[src/rtl/fetch_sequencer.sv]
// fetch_sequencer: command-driven controller for the instruction-fetch stage.
// It decodes UART command bytes, streams a length-prefixed program into
// instruction memory through the bootloader byte port, and sequences the PC
// (free-run with watchdog, single-step, PC clear).
`timescale 1ns/1ps
module fetch_sequencer #(
  parameter int unsigned           NB_BYTE        = 8,
  parameter int unsigned           NB_LEN         = 16,
  parameter int unsigned           NB_TIMEOUT     = 24,
  parameter logic [NB_TIMEOUT-1:0] TIMEOUT_CYCLES = 24'hFFFFFF
) (
  input  logic               i_clk,
  input  logic               i_reset,
  input  logic [NB_BYTE-1:0] i_rx_data,
  input  logic               i_rx_valid,
  input  logic               i_is_end,
  output logic [NB_BYTE-1:0] o_byte_de_bootloader,
  output logic               o_bootloader_write_enable,
  output logic               o_pc_enable,
  output logic               o_pc_reset,
  output logic               o_busy,
  output logic               o_done,
  output logic               o_timeout,
  output logic               o_cmd_error,
  output logic [2:0]         o_state
);

  typedef enum logic [2:0] {
    ST_IDLE   = 3'd0,
    ST_LEN_HI = 3'd1,
    ST_LEN_LO = 3'd2,
    ST_LOAD   = 3'd3,
    ST_RUN    = 3'd4,
    ST_STEP   = 3'd5,
    ST_FINISH = 3'd6
  } state_t;

  localparam logic [NB_BYTE-1:0]    CMD_LOAD  = NB_BYTE'(8'h4C);
  localparam logic [NB_BYTE-1:0]    CMD_RUN   = NB_BYTE'(8'h52);
  localparam logic [NB_BYTE-1:0]    CMD_STEP  = NB_BYTE'(8'h53);
  localparam logic [NB_BYTE-1:0]    CMD_PCRST = NB_BYTE'(8'h50);
  localparam logic [NB_TIMEOUT-1:0] WDOG_LAST = TIMEOUT_CYCLES - NB_TIMEOUT'(1);

  state_t              state_q, state_d;
  logic [NB_BYTE-1:0]  len_hi_q, len_hi_d;
  logic [NB_LEN-1:0]   remaining_q, remaining_d;
  logic [NB_TIMEOUT-1:0] wdog_q, wdog_d;
  logic [NB_BYTE-1:0]  wr_byte_q, wr_byte_d;
  logic                wr_en_q, wr_en_d;

  logic [NB_LEN-1:0]   rx_length;
  logic                wdog_hit;
  logic                idle_cmd;

  assign rx_length = NB_LEN'({len_hi_q, i_rx_data});
  assign wdog_hit  = (wdog_q == WDOG_LAST);
  assign idle_cmd  = (state_q == ST_IDLE) && i_rx_valid;

  // State register and datapath flops; reset aborts any load or run at once.
  always_ff @(posedge i_clk or negedge i_reset) begin
    if (!i_reset) begin
      state_q     <= ST_IDLE;
      len_hi_q    <= '0;
      remaining_q <= '0;
      wdog_q      <= '0;
      wr_byte_q   <= '0;
      wr_en_q     <= 1'b0;
    end else begin
      state_q     <= state_d;
      len_hi_q    <= len_hi_d;
      remaining_q <= remaining_d;
      wdog_q      <= wdog_d;
      wr_byte_q   <= wr_byte_d;
      wr_en_q     <= wr_en_d;
    end
  end

  // Next-state and datapath update logic.
  always_comb begin
    state_d     = state_q;
    len_hi_d    = len_hi_q;
    remaining_d = remaining_q;
    wdog_d      = '0;
    wr_byte_d   = wr_byte_q;
    wr_en_d     = 1'b0;
    case (state_q)
      ST_IDLE: begin
        if (i_rx_valid) begin
          case (i_rx_data)
            CMD_LOAD: state_d = ST_LEN_HI;
            CMD_RUN:  state_d = ST_RUN;
            CMD_STEP: state_d = ST_STEP;
            default:  state_d = ST_IDLE;
          endcase
        end
      end
      ST_LEN_HI: begin
        if (i_rx_valid) begin
          len_hi_d = i_rx_data;
          state_d  = ST_LEN_LO;
        end
      end
      ST_LEN_LO: begin
        if (i_rx_valid) begin
          if (rx_length == '0) begin
            state_d = ST_FINISH;
          end else begin
            remaining_d = rx_length;
            state_d     = ST_LOAD;
          end
        end
      end
      ST_LOAD: begin
        if (i_rx_valid) begin
          wr_byte_d = i_rx_data;
          wr_en_d   = 1'b1;
          if (remaining_q != '0) begin
            remaining_d = remaining_q - NB_LEN'(1);
          end
          if (remaining_q <= NB_LEN'(1)) begin
            state_d = ST_FINISH;
          end
        end
      end
      ST_RUN: begin
        wdog_d = wdog_q + NB_TIMEOUT'(1);
        if (i_is_end || wdog_hit) begin
          state_d = ST_IDLE;
        end
      end
      ST_STEP:   state_d = ST_IDLE;
      ST_FINISH: state_d = ST_IDLE;
      default:   state_d = ST_IDLE;
    endcase
  end

  // Output decode; pulses are Mealy on the state and the current inputs.
  always_comb begin
    o_pc_enable = 1'b0;
    o_pc_reset  = 1'b0;
    o_done      = 1'b0;
    o_timeout   = 1'b0;
    o_cmd_error = 1'b0;
    case (state_q)
      ST_IDLE: begin
        if (idle_cmd) begin
          if (i_rx_data == CMD_PCRST) begin
            o_pc_reset = 1'b1;
            o_done     = 1'b1;
          end else if ((i_rx_data != CMD_LOAD) && (i_rx_data != CMD_RUN) &&
                       (i_rx_data != CMD_STEP)) begin
            o_cmd_error = 1'b1;
          end
        end
      end
      ST_RUN: begin
        o_pc_enable = !i_is_end;
        o_done      = i_is_end;
        o_timeout   = !i_is_end && wdog_hit;
      end
      ST_STEP: begin
        o_pc_enable = !i_is_end;
        o_done      = 1'b1;
      end
      ST_FINISH: begin
        o_pc_reset = 1'b1;
        o_done     = 1'b1;
      end
      default: ;
    endcase
  end

  assign o_busy                    = (state_q != ST_IDLE);
  assign o_state                   = state_q;
  assign o_byte_de_bootloader      = wr_byte_q;
  assign o_bootloader_write_enable = wr_en_q;

endmodule

[config.mk]
export PLATFORM = sky130hd
export DESIGN_NAME = fetch_sequencer
export DESIGN_NICKNAME = d
export VERILOG_FILES = /design/src/rtl/fetch_sequencer.sv
export SDC_FILE = /design/constraint.sdc
export NUM_CORES = 1
export LEC_CHECK = 0
export CAP_MARGIN = 0
export CORE_MARGIN = 5
export CORE_UTILIZATION = 40
export DETAILED_ROUTE_END_ITERATION = 10
export PLACE_DENSITY_LB_ADDON = 0.3
export SLEW_MARGIN = 15
export SYNTH_ARGS = -nofsm -noshare
export SYNTH_HDL_FRONTEND = slang
export SYNTH_SLANG_ARGS = --single-unit
[constraint.sdc]
create_clock -name i_clk -period 5 [get_ports i_clk]
set_input_delay 1.5 -clock i_clk [delete_from_list [all_inputs] [get_ports i_clk]]
set_output_delay 1.5 -clock i_clk [all_outputs]
set_load 0.03 [all_outputs]
==> impl_results.html <==
<table>
<tr><th>Metric</th><th>Value</th></tr>
<tr><th colspan="2">Floorplanning</th></tr>
<tr><td>Area of the die</td><td>10,060 µm²</td></tr>
<tr><td>Initial Utilization</td><td>40.32%</td></tr>
<tr><td>Die height</td><td>100.3 µm</td></tr>
<tr><td>Total core area</td><td>8093 µm²</td></tr>
<tr><td>IO Count</td><td>30</td></tr>
<tr><td>X dimension of the die</td><td>100.3 µm</td></tr>
<tr><td>Total number of placement rows</td><td>33</td></tr>
<tr><th colspan="2">Worst setup path</th></tr>
<tr><td>Cell at the slowest stage of the critical path</td><td>sky130_fd_sc_hd__clkdlybuf4s50_1</td></tr>
<tr><td>Arrival @ worst endpoint</td><td>3.35 ns</td></tr>
<tr><td>Delay contributed by the slowest stage of the critical path</td><td>0.46 ns</td></tr>
<tr><td>CP cell instances</td><td>clkdlybuf4s50_1, nor4_4, nand2_1, or4_1, a21oi_2, o21bai_1, buf_4</td></tr>
<tr><td>R2R Setup Slk</td><td>1.99 ns</td></tr>
<tr><td>Data required, critical path</td><td>3.50 ns</td></tr>
<tr><td>Worst Reg2Reg Path Length in Cells</td><td>5</td></tr>
<tr><td>Reg2Reg Capture Point</td><td>remaining_q[14]$_DFFE_PN0P_</td></tr>
<tr><td>Timing endpoint of the critical path</td><td>o_done</td></tr>
<tr><td>Critical path origin</td><td>i_rx_data[0]</td></tr>
<tr><td>Max FO, Critical Path</td><td>2</td></tr>
<tr><td>Type of element capturing the critical path</td><td>output port</td></tr>
<tr><td>Critical register-to-register path startpoint</td><td>remaining_q[12]$_DFFE_PN0P_</td></tr>
<tr><td>Startpoint Class</td><td>input pin</td></tr>
<tr><td>Start-to-end type of the worst setup path</td><td>in2out</td></tr>
<tr><th colspan="2">Clock network</th></tr>
<tr><td>Cts hold-fix bufs</td><td>0</td></tr>
<tr><td>Largest buffer count on any clock path</td><td>2</td></tr>
<tr><td>Clk sinks</td><td>60</td></tr>
<tr><td>TritonCTS clock tree</td><td>yes</td></tr>
<tr><td>H-tree level count</td><td>3</td></tr>
<tr><td>Clk pin slew, worst setup/hold paths</td><td>0.06 ns</td></tr>
<tr><td>Clock latency of the later-clocked register in the worst-skew pair</td><td>0.34 ns</td></tr>
<tr><td>Clk root buf</td><td>sky130_fd_sc_hd__clkbuf_8</td></tr>
<tr><td>CTS buffer count</td><td>9</td></tr>
<tr><th colspan="2">Detailed routing</th></tr>
<tr><td>First drt pass iteration count</td><td>4</td></tr>
<tr><td>Post-detailed-routing wire length</td><td>8103 µm</td></tr>
<tr><td>Initial drt markers</td><td>164</td></tr>
<tr><td>Via density per instance</td><td>5.534</td></tr>
<tr><td>Drc violations</td><td>0</td></tr>
<tr><td>Vias</td><td>2,817</td></tr>
<tr><td>Number of antenna-violating nets in the routed design</td><td>0</td></tr>
<tr><td>WL/cell</td><td>15.92 µm</td></tr>
<tr><th colspan="2">Final layout</th></tr>
<tr><td>Diodes inserted</td><td>0</td></tr>
<tr><td>Ratio of cells with drive above 1 in the final layout</td><td>13.37%</td></tr>
<tr><td>Layout overhead on the synthesized area</td><td>20.51%</td></tr>
<tr><td>Count of placed standard cells in the final layout, fillers left out</td><td>509</td></tr>
<tr><td>Total area of multi-input combinational cells</td><td>1652 µm²</td></tr>
<tr><td>End-of-flow core utilization</td><td>48.59%</td></tr>
<tr><td>Final-stage net count</td><td>417</td></tr>
<tr><td>Number of filler instances in the final layout</td><td>791</td></tr>
<tr><td>Storage element area</td><td>1501 µm²</td></tr>
<tr><th colspan="2">Power</th></tr>
<tr><td>Leakage power</td><td>1.560 nW</td></tr>
<tr><td>Switching Fraction</td><td>38.88%</td></tr>
<tr><td>Switching pwr</td><td>0.0007987 W</td></tr>
<tr><td>Clk network pwr share</td><td>24.2%</td></tr>
<tr><td>Share of power burned in registers</td><td>37.5%</td></tr>
<tr><td>Share of power burned in combinational logic</td><td>38.3%</td></tr>
<tr><td>Sum of internal, switching and leakage power</td><td>0.002054 W</td></tr>
<tr><td>Internal power</td><td>0.001256 W</td></tr>
<tr><td>Worst vdd ir</td><td>0.2070 mV</td></tr>
<tr><td>Total power divided by cell area</td><td>522.4 nW/µm²</td></tr>
<tr><th colspan="2">Timing</th></tr>
<tr><td>Final Max Tran Viols</td><td>0</td></tr>
<tr><td>Max Freq</td><td>206.0 MHz</td></tr>
<tr><td>Remaining max-slew budget at the tightest pin</td><td>25.35%</td></tr>
<tr><td>Fin crit period</td><td>4.853 ns</td></tr>
<tr><td>Unrepaired setup endpoints after global routing</td><td>no</td></tr>
<tr><td>Final worst path period share</td><td>97.07%</td></tr>
<tr><td>Layout Skew</td><td>0.009733 ns</td></tr>
<tr><td>Number of endpoints with negative hold slack in the final report</td><td>0</td></tr>
<tr><td>Sum of negative setup slack</td><td>0 ns</td></tr>
<tr><td>Number of setup violations in the final report</td><td>0</td></tr>
<tr><td>Actual slew at the worst max-slew pin</td><td>1.111 ns</td></tr>
<tr><td>Hold WS</td><td>0.4816 ns</td></tr>
<tr><th colspan="2">Hold path</th></tr>
<tr><td>Critical hold path startpoint</td><td>o_byte_de_bootloader[2]$_DFFE_PN0P_</td></tr>
<tr><td>Worst Hold Class</td><td>reg2reg</td></tr>
<tr><th colspan="2">GRT</th></tr>
<tr><td>Global-route total usage across every layer</td><td>17.85%</td></tr>
<tr><td>Via count of the first global-routing pass</td><td>2,886</td></tr>
<tr><td>Antenna violations before repair</td><td>0</td></tr>
<tr><td>Maximum number of pins on one net before global-route repair</td><td>46</td></tr>
<tr><td>First-pass GRT wire length</td><td>14,230 µm</td></tr>
<tr><td>Final global-route overflow total</td><td>0</td></tr>
<tr><th colspan="2">Synthesis</th></tr>
<tr><td>Synth area leader</td><td>sky130_fd_sc_hd__dfrtp_1</td></tr>
<tr><td>Leading cell types by total area after synthesis</td><td>sky130_fd_sc_hd__dfrtp_1 (46%), sky130_fd_sc_hd__nor2_1 (5.9%), sky130_fd_sc_hd__nand2_1 (5.2%)</td></tr>
<tr><td>Share of async-settable or async-resettable flops after synthesis</td><td>100.0%</td></tr>
<tr><td>Post-synth top area share</td><td>46.01%</td></tr>
<tr><td>Synthesized area per cell</td><td>8.940 µm²</td></tr>
<tr><td>Proportion of synthesized chip area in sequential cells</td><td>46.01%</td></tr>
<tr><td>Synth cell count leaders</td><td>sky130_fd_sc_hd__dfrtp_1 (60), sky130_fd_sc_hd__nor2_1 (51), sky130_fd_sc_hd__nand2_1 (45)</td></tr>
<tr><td>Most frequent cell after synthesis</td><td>sky130_fd_sc_hd__dfrtp_1</td></tr>
<tr><td>Netlist cell types</td><td>52</td></tr>
<tr><td>Synthesis-stage register bit count</td><td>60</td></tr>
<tr><td>Synth Instances</td><td>365</td></tr>
<tr><td>Number of nets produced by synthesis</td><td>382</td></tr>
<tr><td>Number of flops mapped to enable cells by yosys</td><td>0</td></tr>
<tr><td>Number of warnings printed during yosys synthesis</td><td>0</td></tr>
<tr><td>Post-Synthesis Cell Area</td><td>3263 µm²</td></tr>
<tr><td>Top_reg_cell synth</td><td>sky130_fd_sc_hd__dfrtp_1</td></tr>
<tr><th colspan="2">Place</th></tr>
<tr><td>Routability cong.</td><td>0.8291</td></tr>
<tr><td>Total of buffers placed on input and output ports</td><td>29</td></tr>
<tr><td>Placed Instances</td><td>494</td></tr>
<tr><td>Half-perimeter wire length after placement</td><td>5666 µm</td></tr>
<tr><th colspan="2">Run</th></tr>
<tr><td>Max cap viols</td><td>0</td></tr>
<tr><th colspan="2">Status</th></tr>
<tr><td>Run status</td><td>finished clean</td></tr>
</table>
[stage by stage]
stage	worst slack, ns	instance area (µm²)
3_3_place_gp	0.05012	3690
6_report	0.1466	3933
3_5_place_dp	0.02173	3690
2_1_floorplan	0.01084	3263
4_1_cts	0.05766	3920
5_1_grt	0.02660	3933
[state kept, by name (all words and copies together) (netlist names)]
register	flops
len_hi_q	8
o_bootloader_write_enable	1
o_byte_de_bootloader	8
o_state	3
remaining_q	16
wdog_q	24
[critical path: cells and delay by family]
kind / cells / cell delay [ns]
and+or+nand+nor: 3 / 0.86
AOI/OAI and AO/OA: 2 / 0.36
buffers and inverters: 2 / 0.64
[power groups by stage]
stage / clock network (W) / logic, W / registers, W
3_5_place_dp: 0 / 0.000784 / 0.000777
6_report: 0.000498 / 0.000786 / 0.000770
4_1_cts: 0.000511 / 0.000787 / 0.000770
3_3_place_gp: 0 / 0.000774 / 0.000772
2_1_floorplan: 0 / 0.000489 / 0.000805
5_1_grt: 0.000531 / 0.000868 / 0.000793
[per-layer routing]
layer | up-vias | global-route usage, % | wire length, µm
met1 | 1380 | 22.44 | 3583
met2 | 57 | 30.28 | 3987
met3 | 11 | 4.934 | 430
met5 | - | 0 | 0
li1 | 1369 | - | -
met4 | 0 | 4.663 | 102
[layout by cell type (no fill, tap or decap), types with 3 or more instances in the layout]
master	instances
sky130_fd_sc_hd__dfrtp_1	60
sky130_fd_sc_hd__nor2_1	51
sky130_fd_sc_hd__nand2_1	45
sky130_fd_sc_hd__clkdlybuf4s50_1	25
sky130_fd_sc_hd__nor3_1	19
sky130_fd_sc_hd__buf_4	17
sky130_fd_sc_hd__nand3_1	16
sky130_fd_sc_hd__o21ai_0	16
sky130_fd_sc_hd__a21oi_1	15
sky130_fd_sc_hd__xor2_1	13
sky130_fd_sc_hd__clkbuf_8	11
sky130_fd_sc_hd__inv_1	10
sky130_fd_sc_hd__nand4_1	8
sky130_fd_sc_hd__mux2_2	8
sky130_fd_sc_hd__nor4_1	7
sky130_fd_sc_hd__or3_1	6
sky130_fd_sc_hd__xnor2_1	6
sky130_fd_sc_hd__or2_2	5
sky130_fd_sc_hd__o31ai_1	5
sky130_fd_sc_hd__ha_1	5
sky130_fd_sc_hd__or4_1	4
sky130_fd_sc_hd__a2bb2oi_1	4
sky130_fd_sc_hd__and3_1	3
[logic make-up (layout without fill, tap and decap cells)]
| family | after synthesis | in the layout | synth area share, % |
|---|---|---|---|
| fa+ha+maj | 5 | 5 | 1.917 |
| mux | 8 | 8 | 2.761 |
| xor+xnor | 19 | 19 | 5.100 |
| buf+inv | 30 | 69 | 3.949 |
| simple gates | 176 | 176 | 26.19 |
| compound gates | 67 | 67 | 14.07 |
| flops | 60 | 60 | 46.01 |
[how the worst min path moves through the flow]
stage,to,slack [ns],depth (start not counted)
2_1_floorplan,remaining_q[14]$_DFFE_PN0P_,0.46,2
3_3_place_gp,o_byte_de_bootloader[1]$_DFFE_PN0P_,0.46,2
3_5_place_dp,o_byte_de_bootloader[2]$_DFFE_PN0P_,0.47,2
4_1_cts,o_byte_de_bootloader[2]$_DFFE_PN0P_,0.49,2
5_1_grt,o_byte_de_bootloader[2]$_DFFE_PN0P_,0.51,2
6_report,o_byte_de_bootloader[2]$_DFFE_PN0P_,0.48,2
[layout make-up]
class / instances / area share (%)
Tap cell: 105 / 3.341
Inverter: 11 / 1.050
Clock inverter: 4 / 1.845
Timing Repair Buffer: 43 / 9.736
Multi-Input combinational cell: 275 / 42.00
Sequential cell: 60 / 38.18
Clock buffer: 11 / 3.850
[repair_timing]
item,CTS,global route
gates resized for setup,1,2
endpoints found under the setup margin,1,1
setup buffers,0,0
(Power assumes the default switching activity.)
==> RTL edit: new RTL, config.mk and constraints unchanged <==
Set the parameter `NB_TIMEOUT` to 36 (it was 24).
--- a/src/rtl/fetch_sequencer.sv
+++ b/src/rtl/fetch_sequencer.sv
@@ -8,3 +8,3 @@
   parameter int unsigned           NB_LEN         = 16,
-  parameter int unsigned           NB_TIMEOUT     = 24,
+  parameter int unsigned           NB_TIMEOUT     = 36,
   parameter logic [NB_TIMEOUT-1:0] TIMEOUT_CYCLES = 24'hFFFFFF
Check against the original RTL: same outputs for any inputs over 10 cycles, from zero or initial values and one cycle with i_reset low; that may be too few to reach the edited logic, so the function may still have changed.
==> RTL edit against the unedited design <==
  * First-iteration DRC count up 6.1%
  * Setup slack improved by 0.016 ns
  * Final area grew 14%
  * Sequential power increased by 16%
  * Sequential cell count increased by 12
  * Total power decreased by 2.5%
  * Routed wire length rose by 20%
  * Maximum frequency grew 0.33%
  * Global-route usage is essentially flat
  * Synthesized area rose by 20%
  * Sequential share of layout area up 1.9 points
  * Critical path type unchanged
==> RTL edit: results (changes against the unedited design) <==
Synth
  – Avg Inst Size Synth: 9.44 µm² (+5.6%)
  – Ys async rst share: 100% (unchanged)
  – Synth top cells by count: 72 x dfrtp_1, 55 x nor2_1, 25 x nand2_1
  – Syn nets: 433 (+13%)
  – Seq/Total Area, Yosys: 45.9% (-0.14 points)
  – Netlist cell types: 50 (-3.8%)
  – Area contributors post-synth: dfrtp_1 46%, nor2_1 5.3%, mux2_2 4.6%
  – Warnings from Yosys: 0 (unchanged)

Setup path
  – Critical path origin: i_rx_data[5]
  – Register-to-register setup slack: 2.54 ns (+0.55 ns)
  – Worst Path Arrival: 3.34 ns (about the same)
  – Reg-to-reg endpoint: wdog_q[16]
  – FF-to-FF Start: wdog_q[0]
  – CP endpoint: o_cmd_error
  – CP Max Fanout: 5 (+3)
  – R2R cell count: 6 (+1)

Clock tree
  – Post-cts gate resize count: 0 (-1)
  – Clk_lat worst skew: 0.35 ns
  – Hold-fix buffers, CTS: 0 (unchanged)
  – Post-CTS setup buffer count: 0 (unchanged)
  – CTS root buffer: clkbuf_8
  – CTS buffer count: 9 (unchanged)
  – Clock Path Buffers: 2 (unchanged)
  – CTS H-tree lvls: 3 (unchanged)
  – Clock transition at path regs: 0.07 ns

Hold path
  – Hold path endpoint: o_byte_de_bootloader[6]
  – Hold Crit Depth: 1 (-1)
  – Hold path startpoint: o_byte_de_bootloader[6]
  – Tightest Hold Check Type: register to register

Global route
  – Pin count of the biggest net entering global routing: 40 (-13%)
  – All-Layer GR Usage: 17.9% (+0.021 points)
  – First-pass GRT wire length: 16.5 mm (+16%)
  – Antenna violations before repair: 0 (unchanged)

Drt
  – DRT iter0 DRCs: 174 (+6.1%)
  – Via Count: 3288 (+17%)
  – Drt pass-1 iters: 5 (+1)
  – Wirelength per Cell: 16.7 µm (+4.8%)
  – WL final: 9.70 mm (+20%)

Cells and area
  – # diodes: 0 (unchanged)
  – Fill count: 925 (+17%)
  – Top Registers: wdog_q (36), remaining_q (16)
  – Layout cell share with drive strength beyond 1: 11.2% (-2.2 points)
  – Layout Nets: 460 (+10%)

Status
  – Outcome: finished clean

Placement
  – Placed Cells incl. Taps: 565 (+14%)
  – Gpl congestion: 0.895 (+7.9%)
  – HPWL after detailed placement: 6.77 mm (+19%)
  – Port Buf Inserts: 29 (unchanged)

Power and ir drop
  – VDD IR max: 0.184 mV (-11%)
  – P_leak: 1.71 nW (+9.3%)

STA
  – Clock Skews: 0.0104 ns (+0.000630 ns)
  – Worst Tran Pin Value: 0.925 ns (-0.186 ns)
[RTL edit: cell count changes in the layout (fill, tap and decap cells not counted), moves of 9 or more]
cell     change
nor3_1       -9
dfrtp_1     +12
nor4_1      +11
nand2_1     -20
nand4_1     +12
[RTL edit: worst max-delay path: stages]
cell	delay, ns
clkdlybuf4s50_1	0.57
nor4_1	0.06
and3_1	0.23
o21bai_1	0.17
a2111oi_0	0.54
buf_4	0.27
[RTL edit: cells by family after synthesis]
logic type / Yosys count / synth area share (%)
XOR/XNOR: 32 / 7.14
flip-flops: 72 / 45.9
buffers and inverters: 32 / 3.34
AND/OR/NAND/NOR: 187 / 25.5
AO/OA/AOI/OAI: 72 / 12.0
multiplexers: 16 / 4.59
adder cells (fa/ha/maj): 5 / 1.59
[RTL edit: per-layer routing]
metal / routed length (µm) / part of all wire, % / vias to the layer above / global-route usage (%)
li1: - / - / 1577 / -
met1: 4300 / 44 / 1606 / 23.1
met2: 4720 / 49 / 91 / 28.5
met3: 518 / 5.3 / 14 / 4.62
met4: 155 / 1.6 / 0 / 7.12
met5: 0 / 0 / - / 0
[RTL edit: layout make-up]
type	count	area share, %
timing repair buffer	36	7.35
clock buffer	13	3.09
tap	133	3.70
inverter	12	1.00
sequential	72	40.1
multi-input combinational	312	44.4
clock inverter	3	0.417
[RTL edit: metrics by stage]
step	hold WS [ns]	cell area, µm²	setup WS [ns]
after floorplan	0.467	3930	0.0706
after global placement	0.492	4340	0.131
after detailed placement	0.499	4340	0.100
after CTS	0.514	4500	0.0882
after global routing	0.538	4500	0.00835
final	0.510	4500	0.163
[RTL edit: report_power, final]
group	switching, mW	internal (mW)
Clock	0.213	0.180
Combinational	0.415	0.300
Sequential	0.171	0.723
